$ cat config.mk
export PLATFORM = sky130hd
export DESIGN_NAME = elastic_pipe_flat
export DESIGN_NICKNAME = d
export VERILOG_FILES = /design/src/rtl/gpu_pipe_pkg.sv /design/src/rtl/elastic_pipe_if.sv /design/src/rtl/elastic_pipe_stage.sv /design/src/rtl/elastic_pipe.sv /design/src/flat_wrapper.sv
export SDC_FILE = /design/constraint.sdc
export NUM_CORES = 1
export LEC_CHECK = 0
export ABC_AREA = 1
export BUFFER_PORTS_ARGS = -buffer_cell sky130_fd_sc_hd__clkbuf_2
export CORE_UTILIZATION = 35
export CTS_CLUSTER_SIZE = 28
export DETAILED_ROUTE_END_ITERATION = 8
export GPL_TIMING_DRIVEN = 0
export PLACE_DENSITY_LB_ADDON = 0.3
export SYNTH_ARGS = -nofsm -noshare
export SYNTH_HDL_FRONTEND = slang
export SYNTH_SLANG_ARGS = --single-unit
$ cat constraint.sdc
create_clock -name clk -period 2.3 [get_ports clk]
set_clock_uncertainty 0.2 [all_clocks]
set_input_delay 0.115 -clock clk [delete_from_list [all_inputs] [get_ports clk]]
set_output_delay 0.115 -clock clk [all_outputs]
set_load 0.1 [all_outputs]
$ cat src/rtl/gpu_pipe_pkg.sv
// Shared helpers for the valid/ready pipeline blocks: occupancy counter width
// and a handshake classification used to detect word transfers.
package gpu_pipe_pkg;

  typedef enum logic [1:0] {
    HS_IDLE  = 2'b00,
    HS_READY = 2'b01,
    HS_STALL = 2'b10,
    HS_FIRE  = 2'b11
  } hs_e;

  // Occupancy must represent 0..DEPTH+1 so the skid entry always fits.
  function automatic int cntWidth(input int depth);
    return $clog2(depth + 2);
  endfunction

  function automatic logic hsFire(input logic valid, input logic ready);
    return hs_e'({valid, ready}) == HS_FIRE;
  endfunction

endpackage

$ cat src/rtl/elastic_pipe_if.sv
// Upstream and downstream valid/ready channels of the elastic pipe.
// The slave modport is the pipe itself; master is the surrounding logic.
interface elastic_pipe_if #(
  parameter int WIDTH = 64
);

  logic             in_valid;
  logic             in_ready;
  logic [WIDTH-1:0] in_data;
  logic             out_valid;
  logic             out_ready;
  logic [WIDTH-1:0] out_data;

  modport master (
    output in_valid, in_data, out_ready,
    input  in_ready, out_valid, out_data
  );

  modport slave (
    input  in_valid, in_data, out_ready,
    output in_ready, out_valid, out_data
  );

endinterface

$ cat src/rtl/elastic_pipe_stage.sv
// One register stage of the elastic pipe: valid bit plus data register that
// advance when the stage enable allows, cleared by flush or reset.
module elastic_stage #(
  parameter int WIDTH = 64
) (
  input  logic             clk,
  input  logic             rst_n,
  input  logic             flush_i,
  input  logic             en_i,
  input  logic             upValid_i,
  input  logic [WIDTH-1:0] upData_i,
  output logic             valid_o,
  output logic [WIDTH-1:0] data_o
);

  logic             valid_q, valid_d;
  logic [WIDTH-1:0] data_q, data_d;

  // Flush drops the word but leaves the data register untouched.
  always_comb begin
    valid_d = valid_q;
    data_d  = data_q;
    if (flush_i) begin
      valid_d = 1'b0;
    end else if (en_i) begin
      valid_d = upValid_i;
      if (upValid_i) begin
        data_d = upData_i;
      end
    end
  end

  always_ff @(posedge clk) begin
    if (!rst_n) begin
      valid_q <= 1'b0;
      data_q  <= '0;
    end else begin
      valid_q <= valid_d;
      data_q  <= data_d;
    end
  end

  assign valid_o = valid_q;
  assign data_o  = data_q;

endmodule

$ cat src/rtl/elastic_pipe.sv
// DEPTH-stage bubble-collapsing valid/ready pipeline with flush and occupancy.
// Defining ELASTIC_PIPE_SKID_EN adds a skid entry so in_ready is registered.
module elastic_pipe
  import gpu_pipe_pkg::*;
#(
  parameter  int WIDTH = 64,
  parameter  int DEPTH = 2,
  localparam int CNT_W = cntWidth(DEPTH)
) (
  input  logic             clk,
  input  logic             rst_n,
  input  logic             flush,
  elastic_pipe_if.slave    bus,
  output logic [CNT_W-1:0] occupancy
);

  logic [DEPTH-1:0] stageValid;
  logic [DEPTH-1:0] stageEn;
  logic [WIDTH-1:0] stageData [DEPTH];
  logic             srcValid;
  logic [WIDTH-1:0] srcData;
  logic             inReady;
  logic             outValid;
  logic             push;
  logic             pop;
  logic [CNT_W-1:0] occ_q, occ_d;

`ifdef ELASTIC_PIPE_SKID_EN
  logic             skidValid_q, skidValid_d;
  logic [WIDTH-1:0] skidData_q, skidData_d;

  assign inReady  = rst_n & ~flush & ~skidValid_q;
  assign push     = hsFire(bus.in_valid, inReady);
  assign srcValid = skidValid_q | push;
  assign srcData  = skidValid_q ? skidData_q : bus.in_data;

  // A held skid word always goes first; new input bypasses only when empty.
  always_comb begin
    skidValid_d = skidValid_q;
    skidData_d  = skidData_q;
    if (flush) begin
      skidValid_d = 1'b0;
    end else if (skidValid_q) begin
      if (stageEn[0]) begin
        skidValid_d = 1'b0;
      end
    end else if (push && !stageEn[0]) begin
      skidValid_d = 1'b1;
      skidData_d  = bus.in_data;
    end
  end

  always_ff @(posedge clk) begin
    if (!rst_n) begin
      skidValid_q <= 1'b0;
      skidData_q  <= '0;
    end else begin
      skidValid_q <= skidValid_d;
      skidData_q  <= skidData_d;
    end
  end
`else
  assign inReady  = rst_n & ~flush & stageEn[0];
  assign push     = hsFire(bus.in_valid, inReady);
  assign srcValid = push;
  assign srcData  = bus.in_data;
`endif

  // A stage may load whenever it is empty or everything ahead of it moves.
  always_comb begin
    stageEn = '0;
    stageEn[DEPTH-1] = ~stageValid[DEPTH-1] | bus.out_ready;
    for (int i = DEPTH - 2; i >= 0; i--) begin
      stageEn[i] = ~stageValid[i] | stageEn[i+1];
    end
  end

  for (genvar i = 0; i < DEPTH; i++) begin : gStage
    logic             upValid;
    logic [WIDTH-1:0] upData;
    if (i == 0) begin : gFirst
      assign upValid = srcValid;
      assign upData  = srcData;
    end else begin : gNext
      assign upValid = stageValid[i-1];
      assign upData  = stageData[i-1];
    end
    elastic_stage #(.WIDTH(WIDTH)) uStage (
      .clk       (clk),
      .rst_n     (rst_n),
      .flush_i   (flush),
      .en_i      (stageEn[i]),
      .upValid_i (upValid),
      .upData_i  (upData),
      .valid_o   (stageValid[i]),
      .data_o    (stageData[i])
    );
  end

  assign outValid      = rst_n & ~flush & stageValid[DEPTH-1];
  assign pop           = hsFire(outValid, bus.out_ready);
  assign bus.in_ready  = inReady;
  assign bus.out_valid = outValid;
  assign bus.out_data  = stageData[DEPTH-1];

  // Bubbles moving forward never change the count; only transfers do.
  always_comb begin
    occ_d = occ_q;
    if (flush) begin
      occ_d = '0;
    end else if (push && !pop) begin
      occ_d = occ_q + CNT_W'(1);
    end else if (pop && !push) begin
      occ_d = occ_q - CNT_W'(1);
    end
  end

  always_ff @(posedge clk) begin
    if (!rst_n) begin
      occ_q <= '0;
    end else begin
      occ_q <= occ_d;
    end
  end

  assign occupancy = occ_q;

endmodule

$ cat src/flat_wrapper.sv
// flat-port wrapper written by rule: the top's interface ports become plain ports
module elastic_pipe_flat import gpu_pipe_pkg::*;
#(
  parameter  int WIDTH = 64,
  parameter  int DEPTH = 2,
  localparam int CNT_W = cntWidth(DEPTH)
)
  (clk, rst_n, flush, occupancy, bus_in_valid, bus_in_data, bus_out_ready, bus_in_ready, bus_out_valid, bus_out_data);
  elastic_pipe_if #(.WIDTH(WIDTH)) bus_i ();
  input  logic clk;
  input  logic rst_n;
  input  logic flush;
  output logic [CNT_W-1:0] occupancy;
  input wire logic [$bits(bus_i.in_valid)-1:0] bus_in_valid;
  input wire logic [$bits(bus_i.in_data)-1:0] bus_in_data;
  input wire logic [$bits(bus_i.out_ready)-1:0] bus_out_ready;
  output wire logic [$bits(bus_i.in_ready)-1:0] bus_in_ready;
  output wire logic [$bits(bus_i.out_valid)-1:0] bus_out_valid;
  output wire logic [$bits(bus_i.out_data)-1:0] bus_out_data;
  assign bus_i.in_valid = bus_in_valid;
  assign bus_i.in_data = bus_in_data;
  assign bus_i.out_ready = bus_out_ready;
  assign bus_in_ready = bus_i.in_ready;
  assign bus_out_valid = bus_i.out_valid;
  assign bus_out_data = bus_i.out_data;
  elastic_pipe #(.WIDTH(WIDTH), .DEPTH(DEPTH)) u_core (.clk(clk), .rst_n(rst_n), .flush(flush), .bus(bus_i), .occupancy(occupancy));
endmodule
==> metrics.txt, run 1 <==
Slew @ Worst Pin between 0.6 and 0.7 ns; TritonCTS Buffers 17; data arrival time of the worst path 1.81 ns; Fin Hold WS a little under 0.06 ns; Layout Utilization 0.500; full die area between 15,000 and 20,000 um2; layout cells sized above 1 0.198; PwrDens slightly below 700 nW/um2; Syn Nets around 940; drc violations 0; Setup violations, final 0; MaxCap Viol Count 0; Lkg Pwr between 0.003 and 0.004 uW; final hold violations 0; fmax approximately 0.47 GHz; Filler cells 1,655; via count between 5,000 and 6,000; R2R setup slack ~0.39 ns; ANT cells 0; largest net degree at the start of global routing 17; total power ~5400 uW; Final WS setup between 0.15 and 0.2 ns; library cells used by synthesis 16; CTS tree built; hpwl dp ~11,000 um; pre-CTS setup slack roughly 0.19 ns; Synth area leaders dfxtp_1 (46%), nand2_1 (13%), inv_1 (12%), nand4_1 (6.9%), a21oi_1 (5.8%); max-slew violations 0; clock-pin slew on the worst setup and hold paths 0.06 ns; gr usage total 0.206; Initial Util 0.362; Yosys reg bits roughly 130; worst-skew pair later-pin latency about 0.42 ns; Synth area leader dfxtp_1; Mean Syn Cell Area approximately 6.7 um2; class of the most critical setup path in2out; Die Ht between 100 and 150 um; Final Cycle Share 0.925; layout net count around 1,200; Core Area about 16,000 um2; Rel. slew slack 0.599; Mapped Cells 865; Critical Path Source Type primary input; worst min path class in2reg; gpl congestion just under 0.8; part of the Yosys area used for sequential elements 0.456; setup TNS 0 ns; initial antenna violation count 0; row count between 40 and 50; Routed wire per std cell roughly 13 um; chip width 131 um; DR iter-0 viols about 320; status finished clean; RSZ-0062 raised after global routing no; drt via density between 4 and 5; warning count from the yosys run 0; CTS Sinks 132; Post-Syn Area 5790 um2; CP Capture Type output port; required time worst endpoint between 1.5 and 2 ns; Yosys top cell area share 0.456; # port buffers 136; Overflow after GRT 0; post-route ant nets 0; Min Clock Period, post-route between 2 and 2.5 ns; drt pass-1 iters 5; htree depth 4; vias in the first global route around 5,500; Layout area overhead 38.0%; total wire length approximately 17,000 um; peak supply drop about 0.52 mV; crit path max fanout 10; first-pass GRT wire length roughly 27,000 um; IO Pins ~140; Root Buffer clkbuf_16; buffer levels on the longest clock path 2
[state kept, by name, indices dropped and copies added, names as in the netlist]
signal and flops:
u_core.occupancy 2, u_core.gStage.uStage.data_o 128, u_core.gStage.uStage.valid_o 2
[critical path, stage by stage]
cell and delay, ns:
dlygate4sd3_1 0.54, clkbuf_2 0.13, inv_1 0.05, nand3_1 0.13, buf_1 0.38, nand2_1 0.09
inv_1 0.06, clkbuf_4 0.32
[cell families after synthesis]
group,count (synthesis),share of synthesized area
AND/OR/NAND/NOR,400,0.303
buffers and inverters,264,0.180
flip-flops,132,0.456
AO/OA/AOI/OAI,68,0.0587
adder cells (fa/ha/maj),1,0.00216
[repair_timing]
item | in CTS | in global routing
resized for setup | 0 | 5
hold endpoints to repair | 65 | 0
buffers inserted | 0 | 0
hold buffers | 69 | 0
setup endpoints to repair | 0 | 2
[path summary, 6_finish.rpt]
kind                                                        start                                              end  cells after the start
setup / recovery                                    bus_out_ready                                     bus_in_ready                      8
hold / removal                                              flush  u_core.gStage[1].uStage.data_o[35]$_SDFFE_PN0P_                      5
setup reg to reg     u_core.gStage[1].uStage.valid_o$_SDFFE_PP0P_                 u_core.occupancy[1]$_SDFFE_PP0P_                      8
hold reg to reg   u_core.gStage[1].uStage.data_o[20]$_SDFFE_PN0P_  u_core.gStage[1].uStage.data_o[20]$_SDFFE_PN0P_                      2
[per-layer routing]
metal,vias up,part of all wire,global-route usage
li1,3083,-,-
met1,2504,0.47,0.256
met2,130,0.47,0.342
met3,26,0.041,0.0472
met4,0,0.019,0.0859
met5,-,0,0
[layout make-up]
cell class | count | area (um2) | share of cell area
Buffer | 62 | 287 | 0.0358
Clock buffer | 23 | 498 | 0.0623
Clock inverter | 9 | 52.6 | 0.00657
Inverter | 202 | 758 | 0.0948
Multi-Input combinational cell | 469 | 2120 | 0.265
Sequential cell | 132 | 2640 | 0.330
Tap cell | 216 | 270 | 0.0338
Timing Repair Buffer | 205 | 1370 | 0.172
[synthesized netlist by cell type]
cell type / count
a21oi_1: 67
inv_1: 188
nand4_1: 64
nor2_1: 68
nand3b_1: 1
clkbuf_1: 15
inv_2: 14
nor2_4: 1
nand3_1: 66
buf_2: 30
o21ai_0: 1
buf_1: 13
nand2_1: 200
ha_1: 1
dfxtp_1: 132
buf_4: 4
[cell usage in the layout (no fill, tap or decap)]
cell           count
clkbuf_1          14
ha_1               1
buf_1             14
nand4_1           64
nand2_1          200
clkinv_2           6
clkbuf_4           1
nand3_1           66
dlygate4sd3_1     69
inv_2             14
a21oi_1           67
clkbuf_16         17
clkbuf_2         136
buf_4              4
o21ai_0            1
clkbuf_8           5
nor2_1            67
buf_2             30
dfxtp_1          132
nor2_4             2
inv_1            188
nand3b_1           1
clkinvlp_4         3
[power by group]
group,internal (uW),leakage (uW),switching [uW],total [uW]
Clock,1510,0.000271,1020,2520
Combinational,228,0.00259,298,526
Sequential,2350,0.00107,31.4,2380
Total,4090,0.00393,1340,5430
[stage by stage]
step | cells | cell area, um2
6_report | 1318 | 8000
5_1_grt | 1318 | 8000
4_1_cts | 1318 | 7990
3_5_place_dp | 1217 | 6750
3_3_place_gp | 1217 | 6750
2_1_floorplan | 865 | 5800
(Power assumes the default switching activity.)
==> run 2, diff against run 1 <==
- CORE_MARGIN: default -> 3
- CTS_BUF_LIST: default -> sky130_fd_sc_hd__clkbuf_8
==> metrics.txt, run 2 (synthesized netlist as in run 1, its figures left out) <==
status finished clean; Final Instance Area ~8000 um2; via count about 5,800; CP Cell Sequence nand3_1 > nand3_1 > clkbuf_2 > inv_1 > ha_1 > nand3b_1 > nand2_1 > nand2_1 > nor2_1; Min Clock Period, post-route ~2.0 ns; fmax 0.497 GHz; Overflow after GRT 0; data arrival time of the worst path approximately 2.2 ns; max incr delay on CP approximately 0.36 ns; Filler cells around 1,600; total power around 5000 uW; most common cell after layout, fill and taps aside nand2_1; gr usage total 0.187; PwrDens ~630 nW/um2; setup TNS 0 ns; Fin Hold WS about 0.039 ns; Critical Path Source Type flop; CTS Sinks between 100 and 150; Root Buffer clkbuf_8; worst-skew pair later-pin latency approximately 0.46 ns; chip width 135 um; required time worst endpoint 2.50 ns; MaxCap Viol Count 0; Initial Util 0.361; post-route ant nets 0; crit path max fanout 10; CP Capture Type flop; largest net degree at the start of global routing 17; row count 46; layout net count 1,160; Routed wire per std cell 12.6 um; Setup violations, final 0; layout cells sized above 1 0.199; crit path max-delay cell type dfxtp_1; TritonCTS Buffers 17; final hold violations 0; drt via density roughly 4.4; CP top delay family simple AND/OR/NAND/NOR gates; gpl congestion just under 0.8; htree depth 4; RSZ-0062 raised after global routing no; peak supply drop approximately 0.33 mV; class of the most critical setup path reg2reg; max reg flops approximately 130; Rel. slew slack 0.536; buffer levels on the longest clock path 2; full die area 18,100 um2; max-slew violations 0; drc violations 0; clock-pin slew on the worst setup and hold paths 0.08 ns; Post-DP Area 6750 um2; # port buffers 136; Layout area overhead 35.9%; Lkg Pwr a little under 0.004 uW; Final Cycle Share 0.875; IO Pins ~140; Layout Utilization 0.490; commonest cells after routing, fill and taps aside nand2_1 (200), inv_1 (188), clkbuf_2 (137); CTS tree built; initial antenna violation count 0; worst min path class in2reg; drt pass-1 iters 4; ANT cells 0; DR iter-0 viols 255; vias in the first global route ~5,500; hpwl dp between 10,000 and 15,000 um; CP Buf/Inv Count 2; first-pass GRT wire length ~27,000 um; Core Area about 16,000 um2; Slew @ Worst Pin between 0.6 and 0.7 ns; Die Ht ~130 um; total wire length 16,700 um
## run 2: power breakdown
group          total, uW  switching (uW)  internal (uW)
sequential          2380            31.5           2350
combinational        523             298            226
clock               2070             948           1120
## run 2: area by class of cell
class	instances	area [um2]	area share
multi-input combinational	469	2120	0.269
timing repair buffer	206	1380	0.176
tap	216	270	0.0343
sequential	132	2640	0.336
buffer	62	288	0.0365
clock buffer	19	262	0.0332
clock inverter	13	156	0.0199
inverter	202	758	0.0963
## run 2: worst min-delay path, cell delays in order
cell and delay, ns:
clkbuf_2 0.11, nor2_1 0.06, buf_2 0.20, nand3_1 0.10
a21oi_1 0.06
## run 2: per-stage QoR
| stage | cells | setup slack (ns) |
|---|---|---|
| 2_1_floorplan | 865 | 0.251 |
| 3_3_place_gp | 1217 | 0.128 |
| 3_5_place_dp | 1217 | 0.158 |
| 4_1_cts | 1319 | 0.112 |
| 5_1_grt | 1319 | 0.0591 |
| 6_report | 1319 | 0.287 |
## run 2: final timing paths
path | to | slack, ns | from | cells past startpoint
min reg2reg | u_core.gStage[1].uStage.data_o[50]$_SDFFE_PN0P_ | 0.26 | u_core.gStage[1].uStage.data_o[50]$_SDFFE_PN0P_ | 2
max | u_core.occupancy[1]$_SDFFE_PP0P_ | 0.29 | u_core.gStage[1].uStage.valid_o$_SDFFE_PP0P_ | 9
min | u_core.gStage[1].uStage.data_o[34]$_SDFFE_PN0P_ | 0.04 | flush | 5
max reg2reg | u_core.occupancy[1]$_SDFFE_PP0P_ | 0.29 | u_core.gStage[1].uStage.valid_o$_SDFFE_PP0P_ | 9
## run 2: timing repair
item                                   4_1_cts  5_1_grt
endpoints found under the hold margin       65        0
buffers inserted                             0        0
setup endpoints to repair                    1        2
hold buffers                                70        0
gates resized for setup                      1        4
## run 2: metal layers
metal | global-route usage | up-vias | wire length, um
met5 | 0 | - | 0
met4 | 0.0701 | 0 | 397
met3 | 0.0451 | 27 | 918
met2 | 0.305 | 143 | 7840
met1 | 0.242 | 2574 | 7510
li1 | - | 3082 | -
==> run 3, diff against run 2 <==
- SLEW_MARGIN: default -> 10
- clock period: 2.3 -> 1.8 ns (I/O delays scaled with it)
==> metrics.txt, run 3 (synthesized netlist as in run 1, its figures left out) <==
crit path max-delay cell type clkbuf_2; hpwl dp ~11,000 um; DR iter-0 viols between 150 and 200; TritonCTS Buffers 17; data arrival time of the worst path ~1.5 ns; chip width ~130 um; Min Clock Period, post-route around 1.7 ns; class of the most critical setup path reg2out; CP Buf/Inv Count 2; Initial Util 0.361; Worst Reg2Reg Path Length in Cells 9; largest net degree at the start of global routing 17; max-slew violations 0; full die area 18,100 um2; FF-to-FF Start u_core.gStage[1].uStage.valid_o$_SDFFE_PP0P_; Root Buffer clkbuf_8; Clock Power Share 0.397; Routed wire per std cell ~13 um; drt via density roughly 4.4; Slew @ Worst Pin between 0.6 and 0.7 ns; GR Layer Usage met1 0.239; Setup violations, final 0; MaxCap Viol Count 0; Lkg Pwr slightly below 0.004 uW; sequential share of power 0.490; required time worst endpoint 1.51 ns; commonest cells after routing, fill and taps aside nand2_1 (200), inv_1 (192), clkbuf_2 (135); r2r endpoint u_core.occupancy[1]$_SDFFE_PP0P_; post-route ant nets 0; gr usage total 0.191; row count between 40 and 50; gpl congestion ~0.79; total wire length approximately 17,000 um; buffer levels on the longest clock path 2; CTS Sinks roughly 130; status finished clean; most common cell after layout, fill and taps aside nand2_1; crit path max fanout 3; max reg flops approximately 130; CP Cell Sequence inv_1 > nor2_4 > clkbuf_2; crit path from u_core.gStage[1].uStage.valid_o$_SDFFE_PP0P_; Die Ht around 130 um; Net Sw Frac 0.250; worst-skew pair later-pin latency 0.44 ns; Hold Startpoint flush; met2 GRT Util 0.322; first-pass GRT wire length approximately 27,000 um; CP top delay family buffers and inverters; Hold Path Sink u_core.gStage[1].uStage.data_o[34]$_SDFFE_PN0P_; placed cells approximately 1,200; htree depth 4; layout net count ~1,200; drc violations 0; peak supply drop between 0.4 and 0.5 mV; layout cells sized above 1 0.199; # port buffers 136; Critical Path Source Type flop; net switching power between 1500 and 2000 uW; via count roughly 5,800; CTS tree built; met3 usage 0.0328; drt pass-1 iters 4; Comb power frac 0.113; final hold violations 0; Layout area overhead 38.3%; WHS Path Cells 5; Overflow after GRT 0; Final Cycle Share 0.969; Pint 4650 uW; fmax approximately 0.57 GHz; CP Capture Type output port; Fin Hold WS about 0.015 ns; Core Area 16,100 um2; worst min path class in2reg; vias in the first global route 5,567; Filler cells about 1,700; R2R setup slack around 0.09 ns; post-route insts no fill between 1,000 and 1,500; Rel. slew slack 0.581; max incr delay on CP approximately 0.46 ns; PwrDens approximately 770 nW/um2; Top Usage Layer GRT met2; RSZ-0062 raised after global routing yes; IO Pins roughly 140; initial antenna violation count 0; clock-pin slew on the worst setup and hold paths 0.07 ns
[run 3: cell type report]
cell class,instances,area [um2],share of cell area
timing repair buffer,216,1490,0.185
clock inverter,10,92.6,0.0116
multi-input combinational,469,2140,0.267
antenna,1,2.50,0.000312
inverter,202,773,0.0965
sequential,132,2650,0.330
clock buffer,21,289,0.0361
tap,216,270,0.0337
buffer,62,313,0.0390
[run 3: worst min-delay path, stage by stage]
cell and delay (ns):
clkbuf_2 0.12, nor2_1 0.06, buf_2 0.19, nand3_1 0.09
a21oi_1 0.06
[run 3: worst max path at each step]
stage | cells past startpoint | end | slack, ns
final | 3 | bus_out_valid | 0.06
after global routing | 9 | u_core.occupancy[1]$_SDFFE_PP0P_ | -0.02
after detailed placement | 9 | u_core.occupancy[1]$_SDFFE_PP0P_ | -0.33
after CTS | 7 | u_core.gStage[0].uStage.data_o[58]$_SDFFE_PN0P_ | 0.02
after global placement | 9 | u_core.occupancy[1]$_SDFFE_PP0P_ | -0.32
after floorplan | 10 | u_core.occupancy[1]$_SDFFE_PP0P_ | -0.18
[run 3: timing repair]
item | CTS | global route
resized for setup | 10 | 6
hold buffers | 78 | 0
setup buffers | 0 | 2
setup endpoints to repair | 3 | 12
cloned | 0 | 0
pin swaps | 0 | 1
endpoints found under the hold margin | 67 | 0
[run 3: power groups by stage]
stage	sequential [uW]	clock, uW	combinational, uW
after floorplan	3130	0	348
after global placement	3100	0	550
after detailed placement	3110	0	552
after CTS	3040	2520	693
after global routing	3050	2630	793
final	3040	2460	700
[run 3: per-stage QoR]
step / setup WS, ns / power, uW / cell area, um2 / setup TNS (ns) / util
final: 0.0561 / 6200 / 8010 / 0 / 0.499
after global routing: -0.0217 / 6470 / 8010 / -0.0234 / 0.499
after CTS: 0.0179 / 6250 / 7980 / 0 / 0.497
after detailed placement: -0.325 / 3660 / 6770 / -0.545 / 0.422
after global placement: -0.320 / 3650 / 6770 / -0.547 / 0.422
after floorplan: -0.181 / 3480 / 5820 / -0.258 / -
[run 3: metal layers]
layer  share of wire  routed length [um]
met1            0.46                7740
met2            0.48                8070
met3           0.040                 683
met4           0.024                 405
met5               0                   0
